`src/rtl/ul_normalizer_pkg.sv`:
```
// ============================================================================
// Module   : ul_normalizer_pkg
// Brief    : Shared FPU datapath defaults and helpers for the normalizer.
// Revision : 1.0  initial release
// ============================================================================
`timescale 1ns/1ps
`default_nettype none

package ul_normalizer_pkg;

    localparam int FP_MANT_W = 32;
    localparam int FP_EXP_W  = 9;

    typedef enum logic [1:0] {
        RES_NORMAL = 2'd0,
        RES_DENORM = 2'd1,
        RES_ZERO   = 2'd2
    } res_class_e;

    // Width of a leading-zero count for a w-bit word (must also hold the value w).
    function automatic int lzc_width(input int w);
        return $clog2(w + 1);
    endfunction

endpackage

`default_nettype wire

```
`src/rtl/ul_normalizer_shifter.sv`:
```
// ============================================================================
// Module   : ul_normalizer_shifter
// Brief    : Combinational log2(W)-stage barrel left shifter, zero when shift >= W.
// Revision : 1.0  initial release
// ============================================================================
`timescale 1ns/1ps
`default_nettype none

module ul_normalizer_shifter #(
    parameter int W   = 32,
    parameter int LZW = 6
) (
    input  logic [W-1:0]   i_data,
    input  logic [LZW-1:0] i_shift,
    output logic [W-1:0]   o_data
);

    localparam int SW = $clog2(W);

    logic [W-1:0] w_stage [0:SW];

    assign w_stage[0] = i_data;

    generate
        for (genvar k = 0; k < SW; k++) begin : g_stage
            assign w_stage[k+1] = i_shift[k] ? (w_stage[k] << (1 << k)) : w_stage[k];
        end
    endgenerate

    // Any shift bit at or above log2(W) means the whole word is shifted out.
    assign o_data = (|i_shift[LZW-1:SW]) ? '0 : w_stage[SW];

endmodule

`default_nettype wire

```
`src/rtl/ul_normalizer.sv`:
```
// ============================================================================
// Module   : ul_normalizer
// Brief    : 2-stage pipelined mantissa normalizer with denormal clamping.
// Revision : 1.0  initial release
// ============================================================================
`timescale 1ns/1ps
`default_nettype none

import ul_normalizer_pkg::*;

module ul_normalizer #(
    parameter int W     = FP_MANT_W,
    parameter int EXP_W = FP_EXP_W
) (
    input  logic             clk,
    input  logic             rst_n,
    input  logic             flush,
    input  logic             in_valid,
    output logic             in_ready,
    input  logic [W-1:0]     in_mant,
    input  logic [EXP_W-1:0] in_exp,
    output logic             out_valid,
    input  logic             out_ready,
    output logic [W-1:0]     out_mant,
    output logic [EXP_W-1:0] out_exp,
    output logic             out_zero,
    output logic             out_denorm
);

    localparam int LZW = lzc_width(W);
    localparam int CW  = (EXP_W > LZW) ? EXP_W : LZW;

    logic             valid_s1_q, valid_s1_d;
    logic [W-1:0]     mant_s1_q,  mant_s1_d;
    logic [EXP_W-1:0] exp_s1_q,   exp_s1_d;
    logic [LZW-1:0]   lzc_s1_q,   lzc_s1_d;

    logic             valid_s2_q,  valid_s2_d;
    logic [W-1:0]     mant_s2_q,   mant_s2_d;
    logic [EXP_W-1:0] exp_s2_q,    exp_s2_d;
    logic             zero_s2_q,   zero_s2_d;
    logic             denorm_s2_q, denorm_s2_d;

    logic             w_en_s1;
    logic             w_en_s2;
    logic [LZW-1:0]   w_lzc;
    logic [EXP_W-1:0] w_exp_m1;
    logic [LZW-1:0]   w_shift;
    logic [W-1:0]     w_shifted;
    res_class_e       w_class;

    assign w_en_s2  = !valid_s2_q || out_ready;
    assign w_en_s1  = !valid_s1_q || w_en_s2;
    assign in_ready = w_en_s1;

    // Priority encoder: the highest set bit is visited last and wins.
    always_comb begin
        w_lzc = LZW'(W);
        for (int i = 0; i < W; i++) begin
            if (in_mant[i]) begin
                w_lzc = LZW'(W - 1 - i);
            end
        end
    end

    always_comb begin
        w_exp_m1 = exp_s1_q - EXP_W'(1);
        w_shift  = '0;
        if (exp_s1_q != '0) begin
            if (CW'(lzc_s1_q) <= CW'(w_exp_m1)) begin
                w_shift = lzc_s1_q;
            end else begin
                // Clamp: here exp-1 < lzc <= W, so it fits in LZW bits.
                w_shift = LZW'(w_exp_m1);
            end
        end
    end

    ul_normalizer_shifter #(
        .W   (W),
        .LZW (LZW)
    ) u_shifter (
        .i_data  (mant_s1_q),
        .i_shift (w_shift),
        .o_data  (w_shifted)
    );

    always_comb begin
        if (mant_s1_q == '0) begin
            w_class = RES_ZERO;
        end else if (lzc_s1_q > w_shift) begin
            w_class = RES_DENORM;
        end else begin
            w_class = RES_NORMAL;
        end
    end

    always_comb begin
        valid_s1_d = valid_s1_q;
        mant_s1_d  = mant_s1_q;
        exp_s1_d   = exp_s1_q;
        lzc_s1_d   = lzc_s1_q;
        if (flush) begin
            valid_s1_d = 1'b0;
        end else if (w_en_s1) begin
            valid_s1_d = in_valid;
            if (in_valid) begin
                mant_s1_d = in_mant;
                exp_s1_d  = in_exp;
                lzc_s1_d  = w_lzc;
            end
        end
    end

    always_comb begin
        valid_s2_d  = valid_s2_q;
        mant_s2_d   = mant_s2_q;
        exp_s2_d    = exp_s2_q;
        zero_s2_d   = zero_s2_q;
        denorm_s2_d = denorm_s2_q;
        if (flush) begin
            valid_s2_d = 1'b0;
        end else if (w_en_s2) begin
            valid_s2_d = valid_s1_q;
            if (valid_s1_q) begin
                mant_s2_d   = w_shifted;
                zero_s2_d   = (w_class == RES_ZERO);
                denorm_s2_d = (w_class == RES_DENORM);
                exp_s2_d    = (w_class == RES_NORMAL) ? (exp_s1_q - EXP_W'(w_shift)) : '0;
            end
        end
    end

    always_ff @(posedge clk or negedge rst_n) begin
        if (!rst_n) begin
            valid_s1_q  <= 1'b0;
            mant_s1_q   <= '0;
            exp_s1_q    <= '0;
            lzc_s1_q    <= '0;
            valid_s2_q  <= 1'b0;
            mant_s2_q   <= '0;
            exp_s2_q    <= '0;
            zero_s2_q   <= 1'b0;
            denorm_s2_q <= 1'b0;
        end else begin
            valid_s1_q  <= valid_s1_d;
            mant_s1_q   <= mant_s1_d;
            exp_s1_q    <= exp_s1_d;
            lzc_s1_q    <= lzc_s1_d;
            valid_s2_q  <= valid_s2_d;
            mant_s2_q   <= mant_s2_d;
            exp_s2_q    <= exp_s2_d;
            zero_s2_q   <= zero_s2_d;
            denorm_s2_q <= denorm_s2_d;
        end
    end

    assign out_valid  = valid_s2_q;
    assign out_mant   = mant_s2_q;
    assign out_exp    = exp_s2_q;
    assign out_zero   = zero_s2_q;
    assign out_denorm = denorm_s2_q;

endmodule

`default_nettype wire

```
`config.mk`:
```
export PLATFORM = sky130hd
export DESIGN_NAME = ul_normalizer
export DESIGN_NICKNAME = d
export VERILOG_FILES = /design/src/rtl/ul_normalizer_pkg.sv /design/src/rtl/ul_normalizer_shifter.sv /design/src/rtl/ul_normalizer.sv
export SDC_FILE = /design/constraint.sdc
export NUM_CORES = 1
export LEC_CHECK = 0
export ABC_AREA = 1
export BUFFER_PORTS_ARGS = -buffer_cell sky130_fd_sc_hd__buf_4
export CAP_MARGIN = 20
export CORE_ASPECT_RATIO = 1.4
export CORE_MARGIN = 1
export CORE_UTILIZATION = 52
export CTS_CLUSTER_SIZE = 30
export DETAILED_ROUTE_END_ITERATION = 12
export GPL_TIMING_DRIVEN = 0
export PLACE_DENSITY_LB_ADDON = 0.25
export SETUP_SLACK_MARGIN = 0.2
export SLEW_MARGIN = 20
export SYNTH_ARGS = -nofsm -noshare
export SYNTH_HDL_FRONTEND = slang
export SYNTH_SLANG_ARGS = --single-unit
export TNS_END_PERCENT = 30
```
`constraint.sdc`:
```
create_clock -name clk -period 4.1 [get_ports clk]
set_clock_uncertainty 0.15 [all_clocks]
set_input_delay 0.41 -clock clk [delete_from_list [all_inputs] [get_ports clk]]
set_output_delay 0.41 -clock clk [all_outputs]
set_load 0.02 [all_outputs]
```
==> After elaboration in Yosys (flattened, before gate mapping) <==
Index checks and enable logic that the tools add are counted.
{ "totals": {"regBits": 92, "inputBits": 46, "out_inout_bits": 45, "elab_cells": 74} }
{ "classes": {"addsub": 2, "magnitude_cmp": 2, "eq_ne": 2, "n_mux": 47, "bitwise": 1, "n_reduce_logical": 11} }
{ "op_table": {"columns": ["operator", "n"], "rows": [
  ["6-bit two-way mux", 34],
  ["32-bit two-way mux", 6],
  ["32-bit zero test", 1],
  ["6-bit by 9-bit <= comparator with 1-bit output", 1],
  ["9-bit two-way mux", 1],
  ["9-bit nonzero test", 1],
  ["9-bit by 1-bit subtractor with 9-bit output (second input constant)", 1],
  ["9-bit by 6-bit subtractor with 9-bit output", 1],
  ["6-bit > comparator", 1],
  ["3-bit AND reduction", 2],
  ["1-bit two-way mux", 5],
  ["2-bit nonzero test", 2],
  ["2-bit by 1-bit equality test with 1-bit output (second input constant)", 1],
  ["2-bit equality test (second input constant)", 1],
  ["1-bit zero test", 2],
  ["2-bit zero test", 1],
  ["1-bit logical OR", 2],
  ["2-bit two-way mux", 1],
  ["1-bit NOT", 1]
]} }

==> Depth between registers and ports, before layout <==
{ "logic_depth": {"ltp_word": 32, "ltp_mapped": 33, "ltp_nobuf": 33} }

==> Hierarchy <==
From an unflattened synthesis, not the netlist that was laid out.
{ "unflattened": {"cells_unflattened": 930, "area_unflattened_um2": 6262.3} }
{ "modules_own_cells": {"columns": ["mod", "instances", "cells_per_inst", "area_each_um2", "seq_area_each_um2"], "rows": [
  ["ul_normalizer", 1, 581, 4678.2, 2302.2],
  ["ul_normalizer_shifter", 1, 349, 1584.0, 0.0]
]} }

==> Least setup slack after synthesis <==
Ideal clock, no wire load.
{ "synth_path": {"path_kind": "register to register", "from": "register exp_s1_q[1]", "to": "register exp_s2_q[7] (netlist: out_exp[7])", "arrival_ps": 3628, "required_ps": 3828, "path_slack_ps": 201, "stages_incl_launch_ff": 23, "period_less_slack_ps": 3899, "path_cell_list": "dfrtp_1 inv_1 ha_1 xnor2_1 ha_1 a21oi_1 o21a_1 o21ai_0 a21o_1 nand3_2 clkinv_2 nand2_1 nand3_2 clkbuf_1 ha_1 nand2_1 o21ai_0 a21oi_1 o21ai_0 nand2_1 nand2_1 nand2_1 a32o_1"} }
{ "synth_between": {"elab_chain_len": 9} }
{ "synth_rtl": {"columns": ["element", "line_no", "text"], "rows": [
  ["start: declaration", "ul_normalizer.sv:35", "logic [EXP_W-1:0] exp_s1_q, exp_s1_d;"],
  ["start signal: assignment", "ul_normalizer.sv:148", "exp_s1_q <= exp_s1_d;"],
  ["9-bit by 1-bit subtractor with 9-bit output", "ul_normalizer.sv:67", "w_exp_m1 = exp_s1_q - EXP_W'(1);"],
  ["6-bit by 9-bit <= comparator with 1-bit output", "ul_normalizer.sv:70", "if (CW'(lzc_s1_q) <= CW'(w_exp_m1)) begin"],
  ["6-bit two-way mux", "ul_normalizer.sv:70", null],
  ["6-bit two-way mux", "ul_normalizer.sv:69", "if (exp_s1_q != '0) begin"],
  ["6-bit > comparator", "ul_normalizer.sv:91", "end else if (lzc_s1_q > w_shift) begin"],
  ["1-bit two-way mux", "ul_normalizer.sv:91", null],
  ["2-bit two-way mux", "ul_normalizer.sv:89", "if (mant_s1_q == '0) begin"],
  ["2-bit zero test", "ul_normalizer.sv:129", "exp_s2_d = (w_class == RES_NORMAL) ? (exp_s1_q - EXP_W'(w_shift)) : '0;"],
  ["9-bit two-way mux *", "ul_normalizer.sv:129", null],
  ["end signal: assignment", "ul_normalizer.sv:152", "exp_s2_q <= exp_s2_d;"],
  ["end: declaration", "ul_normalizer.sv:40", "logic [EXP_W-1:0] exp_s2_q, exp_s2_d;"]
]} }
Every way passes the cells marked *; elsewhere a longest branch is shown, timed or not.
A chain may end at the register's enable or synchronous reset.

==> Final worst setup path <==
{ "layout_path": {"from": "register exp_s1_q[1]", "to": "register exp_s2_q[8] (netlist: out_exp[8])"} }
Same word-level chain as after synthesis.

==> results.md <==
* Clock root cell: clkbuf_16
* PnR Total Power at between 3000 and 4000 µW
* Critical setup path kind: register to register
* P_leak at between 0.003 and 0.004 µW
* Most common cell after layout, fill and taps aside: nand2_1
* Worst Hold Class: primary input to async pin
* Compound-Gate Fraction of Synth Area at a little over 20%
* Max-cap violations at 0
* Final Hold Vio Count at 39
* Tcrit/Tclk final at between 90% and 100%
* Failing checks: hold timing
* Largest family of logic cells by synthesized area: simple AND/OR/NAND/NOR gates
* Multiplexer share of the synthesized area at 0.501%
* Sequential Power Share at 32.8%
* Pre-Repair DR Iteration Count at 7
* RSZ-0062 raised after global routing: yes
* Crit Path Max Fanout at 7
* NumNets Final at ~1,000
* Reg2reg path depth at 23
* Critical path launch point type: register
* Dpl cells at ~1,100
* Ant diodes at 0
* Global-route wire length before repair at between 20 and 30 mm
* CTS clk-pin slew, worst paths at about 0.060 ns
* Synth Register Bits at ~90
* Synthesis-to-layout area growth at 28.8%
* Pint at between 2000 and 2500 µW
* Wire per inst at 14.9 µm
* Grt peak-use layer: met2
* Met1 usage at about a third
* Grt met2 use at between 40% and 50%
* Simple-gate share of the synthesized area at about a quarter
* Clock share of power at between 20% and 30%
* Via count at about 6,200
* Final setup vio count at 0
* Number of synthesized flops with an enable pin at 0
* DR iter-0 viols at between 400 and 500
* Core ar. at about 0.011 mm²
* Via density at approximately 5.5
* Input/output buffers at 90
* GR Util All Layers at between 20% and 30%
* Minimum clock period at 4.01 ns
* Power share of the combinational group at approximately 44%
* Fill cells at ~950
* Adder-cell share of the synthesized area at roughly 4.5%
* Synth Net Count at just over 900
* XOR/XNOR share of the synthesized area at between 1 and 1.5%
* Die height at between 100 and 150 µm
* Antenna violations before repair at 0
* Die width at 92.7 µm
* Final HPWL DP at 12.2 mm
* Residual DRC at 0
* Sequential cell area at 0.00230 mm²
* PwrDens at just over 500 mW/mm²
* Ys Warns at 0
* CTS buffer count at 9
* Die area at 0.0120 mm²
* Netlist cell types at 44
* Gpl congestion at around 0.93
* Finished Layout Cells at about 1,100
* Reg-to-reg slack, setup at approximately 0.092 ns
* CTS Sinks at between 90 and 100
* Layout cells sized above 1 at roughly a quarter
* Max-slew violations at 0
* Initial Util at between 50% and 60%
* R2R Path End: out_exp[8]
* Cell area after synthesis at about 0.0060 mm²
* # rows at 46
* Slew HR at between 40% and 50%
* Grt met3 use at under 10%
* Final WL at roughly 16 mm
* Clock Path Buffers at 2
* Main synth FF type: dfrtp_1
* Reg2reg start: exp_s1_q[1]
* CP endpoint kind: register
* Asr flop ratio synth at 100%
* Htree depth at 3
* Max Freq at 250 MHz
* Post-Syn Instances at ~840
* Clock latency at the later pin of the worst-skew pair at around 0.35 ns
* Largest net degree at the start of global routing at 93
* CP required at around 4.2 ns
* Switching Fraction at slightly below 40%
* Number of global-route vias before repair at ~5,400
* Area of the multi-input gates at 0.00348 mm²
* Fin Hold WS at -0.0226 ns
* Crit path DAT at slightly above 4 ns
* I/O pin total at between 90 and 100
* TritonCTS clock tree: built
* Worst-Margin Slew at between 0.8 and 0.9 ns
* Global route total overflow at 0
* VDD IR max at ~0.23 mV
* Most frequent cells in the layout: nand2_1, buf_4, dfrtp_1, inv_1, o21ai_0
* Switching power at about 1500 µW
* Mean Syn Cell Area at just over 7 µm²
* Post-synthesis sequential area ratio at between 30% and 40%
* Antenna-violating nets left at 0
* Status: finished with violations
[stage by stage]
stage / util, % / TNS (ns) / cell area, µm² / hold WS, ns / setup slack (ns)
2_1_floorplan: - / 0 / 5990 / -0.0356 / 0.201
3_3_place_gp: 60.7 / -2.93 / 6840 / 0.315 / -0.366
3_5_place_dp: 60.7 / -3.47 / 6840 / 0.318 / -0.432
4_1_cts: 64.9 / 0 / 7320 / 0.0781 / 0.211
5_1_grt: 68.4 / -0.513 / 7710 / 0.0590 / -0.123
6_report: 68.4 / 0 / 7710 / -0.0226 / 0.0920
[cell usage after synthesis, types with 10 or more instances]
library cell | count | area share, %
dfrtp_1 | 92 | 38
o21ai_0 | 98 | 8.2
nand3_1 | 25 | 2.1
buf_2 | 10 | 0.84
inv_1 | 83 | 5.2
nand2_1 | 282 | 18
o21ai_1 | 43 | 3.6
a21oi_1 | 10 | 0.84
o211ai_1 | 14 | 1.8
nor2_1 | 44 | 2.8
ha_1 | 20 | 4.2
nor4_1 | 11 | 1.1
clkbuf_1 | 24 | 1.5
[cell type report]
cell class / instances / area share [%]
plain buffers: 39 / 3.15
clock buffers: 10 / 3.10
clock inverters: 6 / 1.12
inverters: 90 / 4.54
multi-input cells: 620 / 45.1
flip-flops and latches: 92 / 29.9
well taps: 144 / 2.34
repair buffers: 110 / 10.8
[how the worst max path moves through the flow]
stage	startpoint	end	slack (ns)	depth (start not counted)
after global placement	exp_s1_q[1]	out_exp[7]	-0.37	22
final	exp_s1_q[1]	out_exp[8]	0.09	23
after floorplan	exp_s1_q[1]	out_exp[7]	0.20	22
after detailed placement	exp_s1_q[1]	out_exp[7]	-0.43	22
after CTS	exp_s1_q[1]	out_exp[1]	0.21	23
after global routing	exp_s1_q[1]	out_exp[8]	-0.12	23
[layer usage]
| layer | up-vias | share of wire, % |
|---|---|---|
| met4 | 0 | 3.4 |
| met3 | 50 | 4.7 |
| met1 | 2850 | 41 |
| li1 | 3027 | - |
| met5 | - | 0 |
| met2 | 230 | 51 |
[registers in the layout (all words and copies together), names as in the netlist]
signal      count
mant_s1_q      32
out_mant       32
exp_s1_q        9
out_exp         9
lzc_s1_q        6
out_denorm      1
out_valid       1
out_zero        1
valid_s1_q      1
[worst max-delay path, stage by stage (launching register included)]
cell	delay, ns
dfrtp_1	0.41
inv_2	0.14
nand3_4	0.10
nor3_4	0.23
xor2_1	0.21
ha_1	0.28
nand2_1	0.10
nor3_2	0.05
a211oi_2	0.27
nand3_4	0.19
clkinv_4	0.13
nand2_4	0.06
nand3_4	0.10
inv_4	0.05
buf_8	0.13
ha_4	0.16
fa_2	0.40
o21ai_2	0.20
nand2_2	0.10
nand2_2	0.09
a21oi_2	0.07
nand2_1	0.07
xor2_1	0.15
o21ai_1	0.07
[power groups by stage]
stage,combinational [µW],clock (µW),sequential [µW]
5_1_grt,1870,940,1310
3_3_place_gp,1460,0,1280
3_5_place_dp,1480,0,1290
2_1_floorplan,769,0,1450
6_report,1720,905,1280
4_1_cts,1520,903,1280
[kinds of logic after synthesis]
kind of cell / count (synthesis)
buffers and inverters: 129
and+or+nand+nor: 382
muxes: 3
xor gates and xnor gates: 8
AOI/OAI and AO/OA: 206
DFF: 92
adders and majority gates: 21
[timing repair]
action	CTS	global route
hold buffers	0	0
hold endpoints to repair	0	0
setup buffers	6	14
endpoints found under the setup margin	10	14
pin swaps	2	24
resized for setup	31	93
Note: power is estimated with default switching activity, not from simulation.
